--- src/rtl/mem_io_bridge.sv ---
`default_nettype none
// ============================================================================
// Module      : mem_io_bridge
// Description : Address decoder between the CPU core memory port, a
//               synchronous block RAM and a small page of memory-mapped I/O
//               registers (servo PWM generator, synchronized IR inputs, IR
//               output latch). Read data is returned exactly one clock after
//               the address for every region; the bridge never stalls.
// Ports       :
//   clk         system clock
//   rst         asynchronous, active-high reset
//   core_addr   24-bit word address from the core
//   core_wdata  16-bit write data from the core
//   core_we     write strobe from the core
//   core_rdata  16-bit read data to the core (one clock after the address)
//   ram_addr    block RAM word address (pass-through)
//   ram_wdata   block RAM write data (pass-through)
//   ram_we      block RAM write enable
//   ram_rdata   block RAM read data, valid one clock after ram_addr
//   ir_in       asynchronous IR sensor inputs
//   ir_out      IR emitter enables
//   servo_out   servo PWM output
// Revision    : 1.0 - initial release
// ============================================================================
module mem_io_bridge #(
  parameter int          RAM_AW     = 14,
  parameter logic [15:0] IO_PAGE    = 16'hFFFF,
  parameter int          PWM_PERIOD = 1000000,
  parameter int          SERVO_MIN  = 50000,
  parameter int          SERVO_STEP = 196
) (
  input  logic              clk,
  input  logic              rst,
  input  logic [23:0]       core_addr,
  input  logic [15:0]       core_wdata,
  input  logic              core_we,
  output logic [15:0]       core_rdata,
  output logic [RAM_AW-1:0] ram_addr,
  output logic [15:0]       ram_wdata,
  output logic              ram_we,
  input  logic [15:0]       ram_rdata,
  input  logic [7:0]        ir_in,
  output logic [7:0]        ir_out,
  output logic              servo_out
);

  // --------------------------------------------------------------------------
  // Constants
  // --------------------------------------------------------------------------
  localparam logic [1:0]  c_sel_none  = 2'd0;
  localparam logic [1:0]  c_sel_ram   = 2'd1;
  localparam logic [1:0]  c_sel_io    = 2'd2;

  localparam logic [7:0]  c_off_servo = 8'h00;
  localparam logic [7:0]  c_off_irin  = 8'h01;
  localparam logic [7:0]  c_off_irout = 8'h02;
  localparam logic [7:0]  c_off_frame = 8'h03;

  localparam logic [7:0]  c_servo_rst    = 8'h80;
  localparam logic [19:0] c_period_last  = 20'(PWM_PERIOD - 1);
  localparam logic [19:0] c_servo_min    = 20'(SERVO_MIN);
  localparam logic [19:0] c_servo_step   = 20'(SERVO_STEP);

  // --------------------------------------------------------------------------
  // Declarations
  // --------------------------------------------------------------------------
  logic        w_in_ram;
  logic        w_in_io;
  logic [7:0]  w_offset;
  logic        w_io_wr;
  logic [15:0] w_io_rd;
  logic        w_wrap;
  logic [19:0] w_pulse_len;

  logic [1:0]  r_sel;
  logic [15:0] r_io_q;

  logic [7:0]  r_servo_pos;
  logic [7:0]  r_ir_out;
  logic [7:0]  r_ir_sync1;
  logic [7:0]  r_ir_sync2;
  logic [15:0] r_frame_cnt;

  logic [19:0] r_counter;
  logic [7:0]  r_shadow_pos;
  logic        r_servo_out;

  // --------------------------------------------------------------------------
  // Address decode
  // --------------------------------------------------------------------------
  assign w_in_ram = (core_addr[23:RAM_AW] == '0);
  assign w_in_io  = (core_addr[23:8] == IO_PAGE);
  assign w_offset = core_addr[7:0];
  assign w_io_wr  = core_we & w_in_io;

  // --------------------------------------------------------------------------
  // RAM path: address and data are pure pass-through. The write enable is
  // gated by rst so a core write cannot land in RAM while the system is held
  // in reset.
  // --------------------------------------------------------------------------
  assign ram_addr  = core_addr[RAM_AW-1:0];
  assign ram_wdata = core_wdata;
  assign ram_we    = core_we & w_in_ram & ~rst;

  // --------------------------------------------------------------------------
  // I/O read mux, evaluated on the pre-edge register values so that a read
  // coinciding with a write to the same register returns the old contents.
  // --------------------------------------------------------------------------
  always_comb begin
    w_io_rd = '0;
    case (w_offset)
      c_off_servo: w_io_rd = {8'h00, r_servo_pos};
      c_off_irin:  w_io_rd = {8'h00, r_ir_sync2};
      c_off_irout: w_io_rd = {8'h00, r_ir_out};
      c_off_frame: w_io_rd = r_frame_cnt;
      default:     w_io_rd = '0;
    endcase
  end

  // --------------------------------------------------------------------------
  // Read-return stage: region select and I/O data are captured every clock,
  // which lines the I/O path up with the one-clock RAM read latency.
  // --------------------------------------------------------------------------
  always_ff @(posedge clk or posedge rst) begin
    if (rst) begin
      r_sel  <= c_sel_none;
      r_io_q <= '0;
    end else begin
      if (w_in_ram) begin
        r_sel <= c_sel_ram;
      end else if (w_in_io) begin
        r_sel <= c_sel_io;
      end else begin
        r_sel <= c_sel_none;
      end
      r_io_q <= w_io_rd;
    end
  end

  // NONE (including the reset value of r_sel) forces zero, so core_rdata
  // drops to 0 as soon as rst is asserted.
  always_comb begin
    core_rdata = '0;
    case (r_sel)
      c_sel_ram: core_rdata = ram_rdata;
      c_sel_io:  core_rdata = r_io_q;
      default:   core_rdata = '0;
    endcase
  end

  // --------------------------------------------------------------------------
  // Writable I/O registers. Only bits [7:0] of the write data are stored;
  // writes to read-only or unmapped offsets fall through and are dropped.
  // --------------------------------------------------------------------------
  always_ff @(posedge clk or posedge rst) begin
    if (rst) begin
      r_servo_pos <= c_servo_rst;
      r_ir_out    <= '0;
    end else if (w_io_wr) begin
      case (w_offset)
        c_off_servo: r_servo_pos <= core_wdata[7:0];
        c_off_irout: r_ir_out    <= core_wdata[7:0];
        default:     ;
      endcase
    end
  end

  assign ir_out = r_ir_out;

  // --------------------------------------------------------------------------
  // IR input two-flop synchronizer
  // --------------------------------------------------------------------------
  always_ff @(posedge clk or posedge rst) begin
    if (rst) begin
      r_ir_sync1 <= '0;
      r_ir_sync2 <= '0;
    end else begin
      r_ir_sync1 <= ir_in;
      r_ir_sync2 <= r_ir_sync1;
    end
  end

  // --------------------------------------------------------------------------
  // Servo PWM
  // The position used for a frame lives in r_shadow_pos, which is only
  // reloaded at the frame wrap, so a mid-frame SERVO_POS write never disturbs
  // the pulse in progress. The pulse length follows the shadow directly, so
  // the first frame after reset already uses the reset position.
  // --------------------------------------------------------------------------
  assign w_wrap      = (r_counter == c_period_last);
  assign w_pulse_len = c_servo_min + ({12'h000, r_shadow_pos} * c_servo_step);

  always_ff @(posedge clk or posedge rst) begin
    if (rst) begin
      r_counter    <= '0;
      r_shadow_pos <= c_servo_rst;
      r_frame_cnt  <= '0;
    end else if (w_wrap) begin
      r_counter    <= '0;
      r_shadow_pos <= r_servo_pos;
      r_frame_cnt  <= r_frame_cnt + 16'd1;
    end else begin
      r_counter    <= r_counter + 20'd1;
    end
  end

  // Registered comparison keeps the output glitch-free; it trails the
  // counter by one clock.
  always_ff @(posedge clk or posedge rst) begin
    if (rst) begin
      r_servo_out <= 1'b0;
    end else begin
      r_servo_out <= (r_counter < w_pulse_len);
    end
  end

  assign servo_out = r_servo_out;

endmodule
`default_nettype wire

--- config.mk ---
export PLATFORM = sky130hd
export DESIGN_NAME = mem_io_bridge
export DESIGN_NICKNAME = d
export VERILOG_FILES = /design/src/rtl/mem_io_bridge.sv
export SDC_FILE = /design/constraint.sdc
export NUM_CORES = 1
export LEC_CHECK = 0
export BUFFER_PORTS_ARGS = -buffer_cell sky130_fd_sc_hd__buf_2
export CAP_MARGIN = 30
export CORE_MARGIN = 1
export CORE_UTILIZATION = 55
export DETAILED_ROUTE_END_ITERATION = 8
export PLACE_DENSITY = 0.79
export SYNTH_ARGS = -nofsm -noshare
export SYNTH_HDL_FRONTEND = slang
export SYNTH_SLANG_ARGS = --single-unit
--- constraint.sdc ---
create_clock -name clk -period 5.4 [get_ports clk]
set_input_delay 1.08 -clock clk [delete_from_list [all_inputs] [get_ports clk]]
set_output_delay 1.08 -clock clk [all_outputs]
set_load 0.005 [all_outputs]
==> metrics, run 1 <==
status finished clean; number of enable flip-flop cells after synthesis 0; GR Util met1 0.278; DR iter-0 viols 140; # placed instances 670; Hold Crit Class reg2reg; via/cell ratio 5.60; DR WL/cell 16.5 um; flop2flop setup slack 1.08 ns; Top cell by count, worst path ha_1; area delta synth->final 11.6%; htree depth 3; number of setup buffers added after CTS 0; Post-Synthesis Cells 476; Crit path buffers/inverters 1; P_leak 3.18 nW; Core Box Area 9370 um2; hold path depth 0; Main synth FF type dfrtp_1; final wirelength 11.4 mm; iteration count of the initial detailed-routing pass 4; arrival time worst endpoint 4.61 ns; vias in the first global route 3765; met3 usage 0.0437; Setup Skew about 0.012 ns; Mapped Area 5400 um2; Util after Layout 0.643; starting density of the core 0.576; initial antenna violation count 1; largest net degree at the start of global routing 66; CTS hold repair buffers 0; GR Overflow Total 0; Die ar. around 10000 um2; leading area contributor after synthesis dfrtp_1; Pins Over Slew Limit 0; final hold violations 0; CP peak stage delay 0.47 ns; clk root buf clkbuf_8; post-synth cell types 51; Max Buffers Root-to-Sink 2; syn avg cell area between 10 and 15 um2; GRT Overall Usage 0.237; PnR Total Power roughly 1.2 mW; cts repair resizes 0; Seq cells post-synth between 90 and 100; CTS clk-pin slew, worst paths 0.10 ns; post-DP HPWL 8.72 mm; Synth Warn # 0; Die X-Extent roughly 100 um; HP Start r_ir_sync1[4]; row count 35; syn_nets 592; Commonest cells post-synth dfrtp_1, ha_1, nor2_1; worst skew pair latency 0.37 ns; r2r worst-path depth 17; Max Fclk 232 MHz; Slew @ Worst Pin 0.777 ns; Placement Cell Area between 5000 and 6000 um2; Inserted Clock Buffers 9; PwrDens 208 nW/um2; CP startpoint r_shadow_pos[2]; share of cells above drive strength 1 0.307; IO Count ~120; fin crit share 0.799; CP Launch Type flip-flop; Final Setup Violations 0; max-cap violations 0; most frequent cell after synthesis dfrtp_1; CTS Sinks 95; unrepaired setup endpoints after global routing no; critical path class reg2reg; Yosys top cell area share 0.431; Async SR Flop Fraction 1.00; slowest CP cell fa_1; kind of end point of the critical path flip-flop; Synth area leaders dfrtp_1, ha_1, mux2_2; routability congestion estimate from global placement 0.791; crit-path cells ha_1, fa_1, ha_1, ha_1, inv_1, fa_1, xnor2_1, a21boi_0, nand3_1, xnor2_1, ha_1, a21o_1, a21oi_1, nor2b_1, o21ai_0, o211ai_1, a21oi_1; Finished Cell Area 6020 um2; GRT busiest layer met2; Req. time, crit path 5.69 ns; Worst IR Drop VDD 0.200 mV; slew margin rel. 0.482; Tmin final approximately 4.3 ns; DR DRC count 0; Non-Filler Instances 687; final setup TNS 0 ns; die height between 100 and 150 um; PnR worst setup slack 1.08 ns; r2r endpoint servo_out; hold endpoint r_ir_sync2[4]; fillers approximately 750; post-detailed-route count of antenna-violating nets 0; Port Buffers 106; wire length of the first global-routing pass 18.2 mm; nets@finish between 600 and 700; CTS tree built; largest fanout on the critical path 5; via count just under 4000; reg2reg start r_shadow_pos[2]; CP delay by family, top adder cells; GR Util met2 0.421; dpl ws 1.12 ns; worst hold slack 0.349 ns; post-synthesis sequential area ratio 0.441
worst max path at each step:
stage          cells after the start        end  slack (ns)
2_1_floorplan                      2     ram_we        0.87
3_3_place_gp                      17  servo_out        1.34
3_5_place_dp                      17  servo_out        1.12
4_1_cts                           17  servo_out        1.08
5_1_grt                           17  servo_out        0.74
6_report                          17  servo_out        1.08
kinds of logic after synthesis:
kind of cell	after synthesis	share of synthesized area
AOI/OAI and AO/OA	52	0.0635
xor gates and xnor gates	45	0.0730
adders and majority gates	49	0.118
buffers and inverters	57	0.0640
DFF	95	0.441
muxes	32	0.0832
and+or+nand+nor	146	0.158
power breakdown:
group          internal (mW)  total [mW]  switching, mW
Combinational         0.0271      0.0635         0.0364
Clock                  0.192       0.467          0.275
Sequential             0.717       0.719        0.00185
Total                  0.936        1.25          0.313
state kept, by name (all words and copies together) (netlist names):
name and count:
r_sel 2, r_ir_sync1 8, r_ir_sync2 8, r_shadow_pos 8
r_counter 20, r_frame_cnt 16, r_servo_pos 8, servo_out 1
r_io_q 16, ir_out 8
cell usage in the layout, fill, tap and decap left out, types with 2 or more instances in the layout:
cell type / synthesis / layout
dfrtp_1: 93 / 93
and3_1: 26 / 26
nand4_1: 15 / 15
or3_1: 2 / 2
nor4_4: 2 / 2
clkinv_4: 0 / 2
mux4_2: 8 / 8
mux2_2: 23 / 23
nor2b_1: 7 / 7
a22oi_1: 16 / 16
nor2_1: 41 / 41
ha_1: 46 / 46
buf_4: 30 / 2
inv_1: 14 / 13
buf_2: 2 / 106
nor4_1: 3 / 3
xnor2_1: 23 / 23
nand3_1: 9 / 9
or4_1: 2 / 2
nand2_1: 21 / 21
clkbuf_8: 0 / 10
nand3_2: 2 / 2
inv_6: 0 / 2
o21ai_0: 10 / 10
a21o_1: 6 / 6
a21oi_1: 11 / 11
xor2_1: 22 / 22
nand2b_1: 3 / 3
a21boi_0: 2 / 2
fa_1: 3 / 3
dfstp_2: 2 / 2
nor3_2: 3 / 2
metal layers:
| metal | part of all wire | vias up | routed length, um |
|---|---|---|---|
| met5 | 0 | - | 0 |
| met4 | 0.025 | 0 | 289 |
| met3 | 0.052 | 20 | 593 |
| met2 | 0.51 | 124 | 5750 |
| met1 | 0.42 | 1888 | 4740 |
| li1 | - | 1818 | - |
area by class of cell:
class | count | area, um2 | area share
well taps | 129 | 161 | 0.0268
diodes | 1 | 2.50 | 0.000416
clock buffers | 10 | 138 | 0.0229
repair buffers | 108 | 546 | 0.0906
multi-input cells | 324 | 2680 | 0.445
flip-flops and latches | 95 | 2380 | 0.395
inverters | 14 | 53.8 | 0.00893
clock inverters | 6 | 62.6 | 0.0104
Note: power is estimated with default switching activity, not from simulation.
==> run 2, diff against run 1 <==
--- a/config.mk
+++ b/config.mk
@@ -8,9 +8,9 @@
 export BUFFER_PORTS_ARGS = -buffer_cell sky130_fd_sc_hd__buf_2
 export CAP_MARGIN = 30
 export CORE_MARGIN = 1
-export CORE_UTILIZATION = 55
+export CORE_UTILIZATION = 49
 export DETAILED_ROUTE_END_ITERATION = 8
-export PLACE_DENSITY = 0.79
+export PLACE_DENSITY = 0.74
 export SYNTH_ARGS = -nofsm -noshare
 export SYNTH_HDL_FRONTEND = slang
 export SYNTH_SLANG_ARGS = --single-unit
==> constraint.sdc (replaced) <==
create_clock -name clk -period 3.5 [get_ports clk]
set_input_delay 0.7 -clock clk [delete_from_list [all_inputs] [get_ports clk]]
set_output_delay 0.7 -clock clk [all_outputs]
set_load 0.005 [all_outputs]
==> metrics, run 2 (synthesized netlist as in run 1, its figures left out) <==
die height 107 um; fin crit share 1.11; Tmin final slightly below 4 ns; Biggest register r_counter; largest fanout on the critical path 3; most frequent cells in the layout buf_2, dfrtp_1, ha_1, nor2_1, buf_4; clk root buf clkbuf_8; initial antenna violation count 0; routability congestion estimate from global placement 0.796; iteration count of the initial detailed-routing pass 6; final setup TNS -0.374 ns; CP peak stage delay 0.48 ns; unrepaired setup endpoints after global routing yes; worst skew pair latency between 0.3 and 0.4 ns; htree depth 3; area delta synth->final 16.4%; CTS Sinks 95; Slew @ Worst Pin 0.890 ns; CP Launch Type flip-flop; Die ar. between 10000 and 15000 um2; largest net degree at the start of global routing 75; starting density of the core 0.514; dpl ws -0.381 ns; commonest non-fill, non-tap cell in the layout buf_2; CTS clk-pin slew, worst paths 0.09 ns; Core Box Area 10500 um2; Pins Over Slew Limit 0; Final Setup Violations 1; Setup Skew 0.0101 ns; vias in the first global route between 3000 and 4000; share of cells above drive strength 1 0.361; slew margin rel. 0.407; PwrDens between 200 and 300 nW/um2; DR WL/cell 16.2 um; max-cap violations 0; CTS tree built; final wirelength 11.7 mm; post-detailed-route count of antenna-violating nets 0; kind of end point of the critical path flip-flop; IO Count roughly 120; status finished, violations left; slowest CP cell or4b_1; Max Buffers Root-to-Sink 2; post-DP HPWL around 9.0 mm; GR Overflow Total 0; CTS hold repair buffers 0; Max Fclk 258 MHz; Worst IR Drop VDD 0.165 mV; Port Buffers roughly 110; wire length of the first global-routing pass 19.0 mm; DR DRC count 0; crit-path cells ha_4, fa_1, ha_1, ha_1, or2_1, o221a_1, or4b_1, nand3_2, o21bai_1, xor2_1, ha_1, nor2b_1, o21ai_1, o211ai_1, a21oi_1; Die X-Extent 107 um; Req. time, crit path 3.79 ns; nets@finish just under 700; Util after Layout 0.598; GRT Overall Usage 0.217; Inserted Clock Buffers 9; failing checks negative setup slack; Hold Crit Class reg2reg; DR iter-0 viols 216; PnR worst setup slack -0.374 ns; final hold violations 0; via count roughly 3900; max reg flops 20; Placement Cell Area 6020 um2; critical path class reg2reg; Finished Cell Area 6280 um2; Top cell by count, worst path ha_1; row count 37; P_leak 3.33 nW; via/cell ratio 5.48; arrival time worst endpoint 4.16 ns; biggest regs r_counter: 20 flops, r_frame_cnt: 16 flops, r_io_q: 16 flops; ANT cells 0; worst hold slack around 0.35 ns
-- run 2: worst paths after layout --
check,from,end,slack [ns],cells after the start
min in group asynchronous,rst,r_counter[15],0.43,3
min reg2reg,r_ir_sync1[0],r_ir_sync2[0],0.35,0
max reg2reg,r_shadow_pos[2],servo_out,-0.37,15
max,r_shadow_pos[2],servo_out,-0.37,15
min,r_ir_sync1[0],r_ir_sync2[0],0.35,0
max in group asynchronous,rst,r_shadow_pos[2],1.83,4
-- run 2: worst max-delay path, delay by kind of cell (launching register included) --
kind / cells / cell delay [ns]
adder cells (fa/ha/maj): 5 / 1.46
AND/OR/NAND/NOR: 4 / 0.99
AO/OA/AOI/OAI: 5 / 0.72
flip-flops: 1 / 0.46
XOR/XNOR: 1 / 0.18
-- run 2: power breakdown --
part | switching (mW) | total [mW] | internal [mW]
Combinational | 0.0583 | 0.101 | 0.0427
Clock | 0.375 | 0.660 | 0.284
Sequential | 0.00259 | 1.11 | 1.11
-- run 2: final cells by class --
class                           count  area (um2)
Clock buffer                       13         149
Clock inverter                      3        26.3
Fill cell                         840        4230
Inverter                           14        56.3
Multi-Input combinational cell    324        2750
Sequential cell                    95        2380
Tap cell                          136         170
Timing Repair Buffer              135         748
-- run 2: timing repair --
action                     4_1_cts  5_1_grt
setup buffers                    1        1
pin swaps                        6        4
setup endpoints to repair        1        1
gates resized for setup          3       10
-- run 2: through the flow --
step / instances / power [mW]
after detailed placement: 702 / 1.23
final: 720 / 1.87
after floorplan: 476 / 1.19
after CTS: 719 / 1.89
after global placement: 702 / 1.23
after global routing: 720 / 1.94
-- run 2: layer usage --
layer	GRT usage	part of all wire	vias up
met3	0.0395	0.053	17
met2	0.379	0.50	133
met1	0.269	0.43	1927
li1	-	-	1866
met5	0	0	-
met4	0.0763	0.018	0
==> run 3, diff against run 2 <==
--- a/config.mk
+++ b/config.mk
@@ -10,6 +10,7 @@
 export CORE_MARGIN = 1
 export CORE_UTILIZATION = 49
 export DETAILED_ROUTE_END_ITERATION = 8
+export MAX_ROUTING_LAYER = met4
 export PLACE_DENSITY = 0.74
 export SYNTH_ARGS = -nofsm -noshare
 export SYNTH_HDL_FRONTEND = slang
==> metrics, run 3 (synthesized netlist as in run 1, its figures left out) <==
critical path class reg2reg; crit path to servo_out; worst skew pair latency between 0.3 and 0.4 ns; post-detailed-route count of antenna-violating nets 0; CTS Sinks 95; GRT busiest layer met2; slew margin rel. 0.408; arrival time worst endpoint slightly above 4 ns; largest fanout on the critical path 3; via/cell ratio 5.47; Tmin final 3.86 ns; Core Box Area 10500 um2; Inserted Clock Buffers 9; Port Buffers between 100 and 150; Setup Skew 0.0115 ns; DR iter-0 viols 233; GR Overflow Total 0; area delta synth->final 16.4%; Biggest register r_counter; Die X-Extent 107 um; Req. time, crit path between 3 and 4 ns; r2r endpoint servo_out; P_leak approximately 3.3 nW; failing checks negative setup slack; Hold Crit Class reg2reg; commonest non-fill, non-tap cell in the layout buf_2; dpl ws -0.381 ns; r2r worst-path depth 15; Slew @ Worst Pin about 0.89 ns; Max Buffers Root-to-Sink 2; ANT cells 0; max-cap violations 0; kind of end point of the critical path flip-flop; largest net degree at the start of global routing between 70 and 80; max reg flops 20; PwrDens about 300 nW/um2; Util after Layout 0.598; most frequent cells in the layout buf_2, dfrtp_1, ha_1, nor2_1, buf_4; GRT Overall Usage 0.224; Switching Share 0.233; CTS tree built; IO Count 123; starting density of the core 0.514; row count 37; clock network power share 0.353; Die ar. 11400 um2; Final Setup Violations 1; Pins Over Slew Limit 0; DR DRC count 0; Placement Cell Area 6020 um2; die height between 100 and 150 um; CP startpoint r_shadow_pos[2]; clk root buf clkbuf_8; DR WL/cell between 15 and 20 um; initial antenna violation count 0; CP Launch Type flip-flop; wire length of the first global-routing pass about 19 mm; fin crit share 1.10; CTS clk-pin slew, worst paths 0.09 ns; share of cells above drive strength 1 0.361; Seq pwr share 0.593; nets@finish 695; status finished, violations left; iteration count of the initial detailed-routing pass 5; Worst IR Drop VDD 0.165 mV; unrepaired setup endpoints after global routing yes; final wirelength 11.6 mm; combinational power share 0.054; flop2flop setup slack -0.36 ns; PnR worst setup slack -0.362 ns; met3 usage 0.0395; via count 3938; final hold violations 0; htree depth 3; GR Util met2 0.379; NetSw 0.435 mW; GR Util met1 0.270; PnR Total Power 1.87 mW; vias in the first global route roughly 4000; post-DP HPWL 9.01 mm; Int Pwr 1.43 mW; CTS hold repair buffers 0; Max Fclk 259 MHz; routability congestion estimate from global placement 0.807; Finished Cell Area roughly 6300 um2; reg2reg start r_shadow_pos[2]; biggest regs r_counter: 20 flops, r_frame_cnt: 16 flops, r_io_q: 16 flops
-- run 3: cell counts in the layout (fill, tap and decap cells not counted) --
No cell type changed its count.
-- run 3: worst min-delay path by stage --
stage,from,to,slack (ns),cells after the start
detailed placement,r_ir_sync1[0],r_ir_sync2[0],0.33,0
CTS,r_ir_sync1[0],r_ir_sync2[0],0.36,0
floorplan,r_ir_sync1[0],r_ir_sync2[0],0.33,0
global route,r_ir_sync1[1],r_ir_sync2[1],0.37,0
global placement,r_ir_sync1[2],r_ir_sync2[2],0.33,0
finish,r_ir_sync1[0],r_ir_sync2[0],0.35,0
-- run 3: worst max-delay path: stages, from the launching register on --
cell and delay [ns]:
dfrtp_2 0.46, ha_4 0.26, fa_1 0.40, ha_1 0.31
ha_1 0.22, or2_1 0.26, o221a_1 0.26, or4b_1 0.48
nand3_2 0.11, o21bai_1 0.13, xor2_1 0.18, ha_1 0.26
nor2b_1 0.14, o21ai_1 0.11, o211ai_1 0.10, a21oi_1 0.13
-- run 3: area by class of cell --
cell class / instances / area [um2]
fillers: 840 / 4230
well taps: 136 / 170
multi-input cells: 324 / 2750
flip-flops and latches: 95 / 2380
clock inverters: 3 / 26.3
repair buffers: 135 / 748
inverters: 14 / 56.3
clock buffers: 13 / 149
-- run 3: timing repair --
| item | CTS | global route |
|---|---|---|
| gates resized for setup | 3 | 10 |
| pin swaps | 6 | 4 |
| setup endpoints to repair | 1 | 1 |
| buffers inserted | 1 | 1 |
-- run 3: metal layers --
| layer | vias up | share of wire |
|---|---|---|
| met2 | 129 | 0.51 |
| met4 | 0 | 0.018 |
| li1 | 1869 | - |
| met5 | - | 0 |
| met1 | 1923 | 0.42 |
| met3 | 17 | 0.052 |
-- run 3: per-stage QoR --
step                TNS [ns]  instances  hold WS, ns
CTS                   -0.370        719        0.355
finish                -0.362        720        0.353
detailed placement    -0.381        702        0.335
global route          -0.608        720        0.368
global placement      -0.312        702        0.334
floorplan             -0.258        476        0.331
-- run 3: power by group through the flow --
stage / Combinational [mW] / Sequential, mW / Clock (mW)
after floorplan: 0.0621 / 1.13 / 0
after global placement: 0.101 / 1.13 / 0
after detailed placement: 0.103 / 1.13 / 0
after CTS: 0.104 / 1.11 / 0.678
after global routing: 0.113 / 1.11 / 0.719
final: 0.101 / 1.11 / 0.659
